--- src/rtl/state_msgtopoly.sv ---
// Kyber poly_frommsg: expands a 256-bit message into 256 coefficients (0 or ceil(Q/2))
// and streams them, MSB first, into the Mp polynomial RAM with a ready/enable handshake.
module state_msgtopoly #(
    parameter int unsigned KYBER_N    = 256,
    parameter int unsigned KYBER_Q    = 3329,
    parameter int unsigned data_Width = 12,
    parameter int unsigned Msg_Bytes  = 32,
    parameter int unsigned Byte_bits  = 8,
    parameter int unsigned i_Msg_Size = Byte_bits * Msg_Bytes
) (
    input  logic                  clk,
    input  logic                  rst_n,
    input  logic                  enable,
    input  logic [i_Msg_Size-1:0] iMsg,
    input  logic                  Msg_Poly_WReady,
    output logic                  Msg_Poly_WEn,
    output logic [7:0]            Msg_Poly_WAd,
    output logic [data_Width-1:0] Msg_Poly_WData,
    output logic                  Busy,
    output logic                  Function_done
);

    localparam logic [data_Width-1:0] OneCoeff = data_Width'((KYBER_Q + 1) >> 1);
    localparam logic [7:0]            LastAddr = 8'(KYBER_N - 1);

    typedef enum logic [1:0] {StIdle, StWrite, StDone} state_e;

    state_e                  state_q, state_d;
    logic [i_Msg_Size-1:0]   msg_q, msg_d;
    logic                    wen_q, wen_d;
    logic [7:0]              wad_q, wad_d;
    logic [data_Width-1:0]   wdata_q, wdata_d;
    logic                    busy_q, busy_d;
    logic                    done_q, done_d;

    always_ff @(posedge clk or negedge rst_n) begin
        if (!rst_n) begin
            state_q <= StIdle;
        end else begin
            state_q <= state_d;
        end
    end

    always_ff @(posedge clk or negedge rst_n) begin
        if (!rst_n) begin
            msg_q   <= '0;
            wen_q   <= 1'b0;
            wad_q   <= '0;
            wdata_q <= '0;
            busy_q  <= 1'b0;
            done_q  <= 1'b0;
        end else begin
            msg_q   <= msg_d;
            wen_q   <= wen_d;
            wad_q   <= wad_d;
            wdata_q <= wdata_d;
            busy_q  <= busy_d;
            done_q  <= done_d;
        end
    end

    always_comb begin
        state_d = state_q;
        msg_d   = msg_q;
        wen_d   = wen_q;
        wad_d   = wad_q;
        wdata_d = wdata_q;
        busy_d  = busy_q;
        done_d  = 1'b0;
        unique case (state_q)
            StIdle: begin
                if (enable) begin
                    state_d = StWrite;
                    msg_d   = iMsg;
                    wen_d   = 1'b1;
                    wad_d   = '0;
                    wdata_d = iMsg[i_Msg_Size-1] ? OneCoeff : '0;
                    busy_d  = 1'b1;
                end
            end
            StWrite: begin
                // Stalled writes (WReady=0) leave every register untouched.
                if (wen_q && Msg_Poly_WReady) begin
                    msg_d   = msg_q << 1;
                    wdata_d = msg_q[i_Msg_Size-2] ? OneCoeff : '0;
                    if (wad_q == LastAddr) begin
                        state_d = StDone;
                        wen_d   = 1'b0;
                        wad_d   = '0;
                        done_d  = 1'b1;
                    end else begin
                        wad_d = wad_q + 8'd1;
                    end
                end
            end
            StDone: begin
                // Busy stays up through the done pulse and falls together with it.
                state_d = StIdle;
                busy_d  = 1'b0;
            end
            default: begin
                state_d = StIdle;
            end
        endcase
    end

    assign Msg_Poly_WEn   = wen_q;
    assign Msg_Poly_WAd   = wad_q;
    assign Msg_Poly_WData = wdata_q;
    assign Busy           = busy_q;
    assign Function_done  = done_q;

endmodule

--- config.mk ---
export PLATFORM = sky130hd
export DESIGN_NAME = state_msgtopoly
export DESIGN_NICKNAME = d
export VERILOG_FILES = /design/src/rtl/state_msgtopoly.sv
export SDC_FILE = /design/constraint.sdc
export NUM_CORES = 1
export LEC_CHECK = 0
export ABC_CLOCK_PERIOD_IN_PS = 3500
export CAP_MARGIN = 25
export CORE_UTILIZATION = 40
export CTS_BUF_LIST = sky130_fd_sc_hd__clkbuf_4 sky130_fd_sc_hd__clkbuf_8
export DETAILED_ROUTE_END_ITERATION = 12
export PLACE_DENSITY = 0.72
export SLEW_MARGIN = 20
export SYNTH_ARGS = -nofsm -noshare
export SYNTH_HDL_FRONTEND = slang
export SYNTH_SLANG_ARGS = --single-unit
--- constraint.sdc ---
create_clock -name clk -period 3.5 [get_ports clk]
set_input_delay 0.7 -clock clk [delete_from_list [all_inputs] [get_ports clk]]
set_output_delay 0.7 -clock clk [all_outputs]
set_load 0.01 [all_outputs]
Word-level counts from Yosys, hierarchy flattened:

Index checks and enable logic that the tools add are counted.

* output and inout port bits: 23
* flip-flop bits (word level): 280

* $add $sub $neg: 1
* eq/ne operators: 6
* mux-type cells: 24
* reductions and logical operators: 8

Operators by type and width (number)
* 2-to-1 mux 255 bit: 2
* one-hot mux 255 bit (2 select lines): 1
* 2-to-1 mux 12 bit: 2
* 2-to-1 mux 8 bit: 3
* one-hot mux 12 bit (2 select lines): 1
* 2-to-1 mux 11 bit: 2
* one-hot mux 8 bit (2 select lines): 1
* adder 8 x 1 -> 8 bit (second input constant): 1
* == test 8 bit (second input constant): 1
* 2-to-1 mux 1 bit: 6
* 2-to-1 mux 2 bit: 3
* != test 2 bit (second input constant): 3
* AND reduction 3 bit: 2
* one-hot mux 1 bit (2 select lines): 2
* one-hot mux 2 bit (2 select lines): 1
* AND reduction 4 bit: 1
* nonzero test 2 bit: 2
* == test 2 x 1 -> 1 bit (second input constant): 1
* == test 2 bit (second input constant): 1
* zero test 2 bit: 1
* AND reduction 2 bit: 1
* logical AND 1 bit: 1

Logic depth before layout (Yosys ltp):

Gate-level depths: netlist of run 1.

* depth in word-level cells: 4
* gate-level depth with buffers: 7
* mapped depth without buffers: 5

Least setup slack after synthesis of run 1:

OpenSTA, ideal clock, no wires.

* path kind: input to register
* from: input Msg_Poly_WReady
* to: register wad_q[3], in the netlist Msg_Poly_WAd[3]
* arrival: 1.543 ns
* path slack: 1.836 ns
* stages on the path: 5
* cells stage by stage: nand3_1 > a21oi_4 > buf_2 > o21ai_1 > a22o_1

* cells in the longest elaborated chain, start to end: 3

Ends and longest elaborated chain
* start: declaration: line 15 `input logic Msg_Poly_WReady,`
* logical AND 1 bit: line 83 `if (wen_q && Msg_Poly_WReady) begin`
* != test 2 bit (no source line)
* AND reduction 3 bit (no source line)
* end signal: assignment: line 55 `wad_q <= wad_d;`
* end: declaration: line 31 `logic [7:0] wad_q, wad_d;`

Every way passes these cells.
A chain may end at the register's enable or synchronous reset.

Final worst setup path of run 1:

* from: register wad_q[3], in the netlist Msg_Poly_WAd[3]
* to: output Msg_Poly_WAd[3]

RTL lines
* end: declaration: line 17 `output logic [7:0] Msg_Poly_WAd,`

No word-level cell between the ends.

==> flow_summary_export.csv, run 1 <==
group,metric,value,unit
global_routing,antenna_found_initial,0,
finish,n_antenna_cell,0,
cts,htree_levels,2,
synthesis,synth-edff-count,0,
critical_path,cp_top_family,"buffers and inverters",
timing,tightest_slew,0.767,ns
routing,dr.first_iter.drc_count,806,
power_and_ir_drop,power,10600,uW
routing,totalWireLength,31200,um
floorplanning,core_area,29800,um^2
critical_path,crit_slowest_cell,"clkdlybuf4s50_1",
finish,fin_util,54.4,%
outcome,status,"finished clean",
job,drv_cap,0,
global_routing,grt_remaining_overflow,0,
power_and_ir_drop,cellPowerDensity,656,nW/um^2
worst_hold_path,hp-class,"primary input to async pin",
place,dp.final_hpwl,20800,um
timing,finalMaxSlewViolations,0,
cts,clk_latency,0.54,ns
synthesis,syn_area,12200,um^2
critical_path,path_cells,"clkdlybuf4s50_1",
critical_path,worstSetupEndpointType,"output pin",
critical_path,cp.required,2.80,ns
critical_path,crit_cells,1,
cts,clockRootBuffer,"clkbuf_8",
routing,drc,0,
cts,cts_buffers,46,
critical_path,reg2reg_depth,4,
timing,clock.fmax,428,MHz
finish,layout-drive-gt1-share,6.49,%
synthesis,yosysWarnings,0,
finish,area_growth,33.0,%
timing,period_minus_slack,2.33,ns
finish,layout.nets,1967,
critical_path,critical_path_buf_inv_count,1,
critical_path,worst_setup_path_start_kind,"flop",
global_routing,grt_pass1_vias,10500,
synthesis,synthCells,1479,
routing,routed-via-count,10900,
synthesis,yosys.cell_types.count,30,
routing,routedWlPerCell,14.6,um
global_routing,grt_pass1_wl,51300,um
timing,hold_violations,0,
power_and_ir_drop,vdd_drop_max,0.000290,V
finish,final_cell_area,16200,um^2
cts,cts.sinks,269,
global_routing,track_usage,20.1,%
floorplanning,rows,63,
timing,tns,0,ns
cts,cts_resized,0,
floorplanning,die_h,177,um
timing,min_period_over_period,66.7,%
place,port_buffers,274,
critical_path,cpPeakStageDelay,0.60,ns
critical_path,path_max_fanout,8,
synthesis,seq_area_frac_synth,55.2,%
critical_path,arrival,1.63,ns
timing,maxSlewHeadroom,48.9,%
power_and_ir_drop,leakage,0.00711,uW
place,routabilityCongestion,0.800,
place,placed_cell_area,15200,um^2
global_routing,grt_max_degree,103,
routing,postRouteAntennaNets,0,
critical_path,critPathKind,"flop to output pin",
synthesis,ys_seq_elements,269,
cts,cts_setup_buffers,0,
synthesis,synth_area_per_cell,8.24,um^2
cts,path_clk_slew,0.06,ns
cts,cts_tree,"built",
floorplanning,die_w,177,um
cts,cts_hold_buf,0,
cts,cts.path.max_buffers,3,
routing,via_per_inst,5.11,
timing,rsz0062_at_grt,"false",
timing,clock_skew,0.0110,ns
floorplanning,ios,283,
floorplanning,dieArea,31200,um^2
timing,setup_viol,0,
synthesis,yosys_most_used_dff,"dfrtp_1",
floorplanning,start_util,40.9,%
synthesis,async_reset_ff_share,100,%
routing,dr.pass1.iters,6,
-- power by group --
part           internal, uW  switching, uW  total [uW]
Clock                  1850           1250        3100
Sequential             4370            703        5080
Combinational          1250           1210        2460
Total                  7470           3160       10600
-- cell usage after synthesis, types with 2 or more instances --
cell type  instances  area, um^2
inv_1              3        11.3
nand4_1            3        18.8
buf_2             68         340
clkbuf_1          36         135
dfrtp_1          269        6730
a31oi_1          258        1610
and3_1             2        12.5
nand3_1            5        25.0
nand2_1          518        1940
o21ai_1            2        10.0
o21ai_0            6        30.0
nor2_1           262         983
a22o_1             2        17.5
nand2b_1           2        12.5
buf_4             19         143
a21oi_1            5        25.0
a21o_1             2        15.0
nor2b_1            2        12.5
buf_1              4        15.0
-- layout by cell type (no fill, tap or decap), types with 3 or more instances in the layout --
master and instances:
a21oi_1 5, a31oi_1 258, buf_12 12, buf_4 13, clkbuf_4 15, clkbuf_8 64
clkdlybuf4s50_1 273, conb_1 8, dfrtp_1 269, inv_1 3, nand2_1 518, nand3_1 5
nand4_1 3, nor2_1 262, o21ai_0 6
-- final timing paths --
| path | start | to | slack [ns] |
|---|---|---|---|
| max | Msg_Poly_WAd[3] | Msg_Poly_WAd[3] | 1.17 |
| min | rst_n | msg_q[131] | 0.15 |
| max reg2reg | state_q[0] | Msg_Poly_WAd[0] | 1.29 |
| min reg2reg | msg_q[47] | msg_q[48] | 0.53 |
| max in group asynchronous | rst_n | msg_q[164] | 2.47 |
| min in group clk | msg_q[47] | msg_q[48] | 0.53 |
-- area by class of cell --
class                   count  area, um^2
fillers                  2741       13600
repair buffers            299        3090
clock buffers              79         993
multi-input cells        1087        4860
flip-flops and latches    269        6730
clock inverters             4        47.5
inverters                   3        11.3
well taps                 390         488
-- registers in the layout, indices dropped and copies added (netlist names) --
name,cells
Msg_Poly_WAd,8
state_q,2
Function_done,1
Msg_Poly_WData,1
msg_q,255
Busy,1
Msg_Poly_WEn,1
-- per-stage QoR --
step	cells	hold WS, ns	worst slack, ns
6_report	2131	0.151	1.17
5_1_grt	2131	0.186	1.07
4_1_cts	2131	0.166	1.13
3_5_place_dp	2048	0.528	0.775
3_3_place_gp	2048	0.521	0.815
2_1_floorplan	1486	0.404	1.84
-- routing by layer --
layer	vias up	global-route usage [%]	share of wire [%]
li1	5373	-	-
met1	5113	27.8	45
met2	327	31.8	47
met3	66	3.47	5.5
met4	0	7.00	2.5
met5	-	0	0
-- worst reg2reg max path: stages, from the launching register on --
cell	delay (ns)
dfrtp_1	0.53
nor2b_4	0.70
o21ai_0	0.43
nor2_1	0.30
mux2_2	0.20
-- logic make-up after synthesis --
| logic type | Yosys count | synth area share, % |
|---|---|---|
| DFF | 269 | 55.2 |
| AOI/OAI and AO/OA | 280 | 14.4 |
| other | 1 | 0.0308 |
| buffers and inverters | 130 | 5.29 |
| adders and majority gates | 1 | 0.103 |
| muxes | 2 | 0.174 |
| and+or+nand+nor | 796 | 24.8 |
No activity file was read; power rests on OpenSTA's default activity.
==> run 2: changes to the inputs <==
--- a/config.mk
+++ b/config.mk
@@ -5,12 +5,12 @@
 export SDC_FILE = /design/constraint.sdc
 export NUM_CORES = 1
 export LEC_CHECK = 0
-export ABC_CLOCK_PERIOD_IN_PS = 3500
+export ABC_CLOCK_PERIOD_IN_PS = 1930
 export CAP_MARGIN = 25
 export CORE_UTILIZATION = 40
 export CTS_BUF_LIST = sky130_fd_sc_hd__clkbuf_4 sky130_fd_sc_hd__clkbuf_8
 export DETAILED_ROUTE_END_ITERATION = 12
-export PLACE_DENSITY = 0.72
+export PLACE_DENSITY = 0.75
 export SLEW_MARGIN = 20
 export SYNTH_ARGS = -nofsm -noshare
 export SYNTH_HDL_FRONTEND = slang
==> constraint.sdc (replaced) <==
create_clock -name clk -period 1.93 [get_ports clk]
set_input_delay 0.386 -clock clk [delete_from_list [all_inputs] [get_ports clk]]
set_output_delay 0.386 -clock clk [all_outputs]
set_load 0.01 [all_outputs]
==> run 2 against run 1 <==
Compared with the run above: global-route usage grew 0.59 points; critical path depth is the same; critical path type unchanged; combinational power grew 83%; critical endpoint is now Msg_Poly_WData[9]; via count grew 1.8%; final cell count grew 1.5%; setup slack lost 1.1 ns; worst hold slack gained 0.17 ns.
==> flow_summary_export.csv, run 2 (same netlist as run 1, synthesis figures left out) <==
group,metric,value,unit
outcome,status,"finished clean",
critical_path,rr_startpoint,"state_q[1]",
critical_path,crit_slowest_cell,"clkdlybuf4s50_1",
floorplanning,start_util,40.9,%
cts,cts_buffers,47,
global_routing,grt_max_degree,72,
critical_path,arrival,1.48,ns
finish,final_common_cell,"nand2_1",
power_and_ir_drop,leakage,0.00730,uW
power_and_ir_drop,power,19200,uW
place,pre_cts_slack,-0.233,ns
finish,largest_register_ff_count,255,
global_routing,grt_util_met2,33.5,%
place,post-place-cells,2075,
cts,cts.path.max_buffers,3,
global_routing,top_usage_layer,"met2",
floorplanning,dieArea,31200,um^2
timing,hold_violations,0,
finish,final_cells,2163,
timing,clock_skew,0.0284,ns
timing,period_minus_slack,1.87,ns
critical_path,critical_path_buf_inv_count,1,
global_routing,grt_pass1_vias,10700,
global_routing,use_met1,27.5,%
critical_path,r2r_end,"msg_q[34]",
routing,routedWlPerCell,14.9,um
finish,layout.nets,1998,
finish,largest-register,"msg_q",
place,dp.final_hpwl,22200,um
job,drv_cap,0,
routing,drc,0,
timing,rsz0062_at_grt,"true",
timing,min_period_over_period,96.9,%
finish,final_cell_mix,"nand2_1, dfrtp_1, clkdlybuf4s50_1, nor2_1, a31oi_1",
global_routing,grt_remaining_overflow,0,
finish,layout-drive-gt1-share,8.36,%
critical_path,path_max_fanout,5,
global_routing,track_usage,20.7,%
global_routing,grt_util_met3,3.75,%
finish,area_growth,35.5,%
routing,totalWireLength,32200,um
routing,dr.first_iter.drc_count,737,
critical_path,reg2reg_depth,4,
finish,fin_util,55.4,%
critical_path,cpPeakStageDelay,0.55,ns
floorplanning,die_w,177,um
floorplanning,ios,283,
timing,setup_viol,0,
power_and_ir_drop,p_comb_share,23.4,%
timing,setup_ws,0.0599,ns
global_routing,grt_pass1_wl,52400,um
critical_path,startpoint,"Msg_Poly_WData[9]",
cts,clk_latency,0.55,ns
place,port_buffers,274,
place,placed_cell_area,15500,um^2
finish,n_fill_cell,2675,
global_routing,antenna_found_initial,2,
power_and_ir_drop,p_sw_share,29.9,%
power_and_ir_drop,p_sw,5750,uW
critical_path,cp_top_family,"buffers and inverters",
power_and_ir_drop,sequentialPowerShare,48.0,%
routing,dr.pass1.iters,5,
routing,routed-via-count,11100,
floorplanning,core_area,29800,um^2
cts,htree_levels,2,
power_and_ir_drop,vdd_drop_max,0.000520,V
cts,cts_tree,"built",
timing,clock.fmax,535,MHz
floorplanning,rows,63,
timing,finalMaxSlewViolations,0,
worst_hold_path,hp-class,"primary input to async pin",
floorplanning,die_h,177,um
cts,cts.sinks,269,
critical_path,crit_cells,1,
critical_path,cp-endpoint,"Msg_Poly_WData[9]",
power_and_ir_drop,cellPowerDensity,1160,nW/um^2
routing,postRouteAntennaNets,0,
routing,via_per_inst,5.12,
cts,clockRootBuffer,"clkbuf_8",
place,routabilityCongestion,0.857,
finish,final_cell_area,16500,um^2
critical_path,worst_setup_path_start_kind,"flop",
critical_path,rrSetupSlack,0.20,ns
critical_path,path_cells,"clkdlybuf4s50_1",
critical_path,worstSetupEndpointType,"output pin",
power_and_ir_drop,clockPowerShare,28.6,%
cts,path_clk_slew,0.06,ns
power_and_ir_drop,p_int,13500,uW
critical_path,critPathKind,"flop to output pin",
critical_path,cp.required,1.54,ns
## run 2: final cells by class
cell class | instances | area [um^2] | area share, %
diodes | 2 | 5.00 | 0.0303
clock buffers | 80 | 1000 | 6.06
clock inverters | 3 | 17.5 | 0.106
inverters | 3 | 11.3 | 0.0682
multi-input cells | 1087 | 4860 | 29.4
flip-flops and latches | 269 | 6740 | 40.8
well taps | 390 | 488 | 2.95
repair buffers | 329 | 3400 | 20.6
## run 2: repair_timing
item	4_1_cts	5_1_grt
resized for setup	16	0
setup endpoints to repair	14	2
hold buffers	1	0
hold endpoints to repair	37	0
buffers inserted	2	0
## run 2: power groups by stage
stage,logic [uW],clock network [uW],registers (uW)
after global placement,4340,0,9190
after floorplan,3150,0,8960
after global routing,5240,5910,9530
final,4500,5500,9230
after CTS,4560,5660,9230
after detailed placement,4580,0,9300
## run 2: layer usage
metal  share of wire [%]  vias up  routed length, um
li1                    -     5429                  -
met1                  43     5219              13900
met2                  48      352              15400
met3                 5.9       73               1890
met4                 3.0        0                963
met5                   0        -                  0
## run 2: worst min path at each step
stage          start          to  slack, ns
2_1_floorplan  rst_n        Busy       0.09
3_3_place_gp   rst_n  msg_q[160]       0.31
3_5_place_dp   rst_n  msg_q[160]       0.31
4_1_cts        rst_n  msg_q[160]       0.31
5_1_grt        rst_n  msg_q[160]       0.33
6_report       rst_n  msg_q[160]       0.32
## run 2: through the flow
step / hold WS (ns) / setup TNS [ns]
2_1_floorplan: 0.0904 / 0
3_3_place_gp: 0.311 / -30.79
3_5_place_dp: 0.315 / -38.79
4_1_cts: 0.305 / 0
5_1_grt: 0.335 / -0.0123
6_report: 0.321 / 0
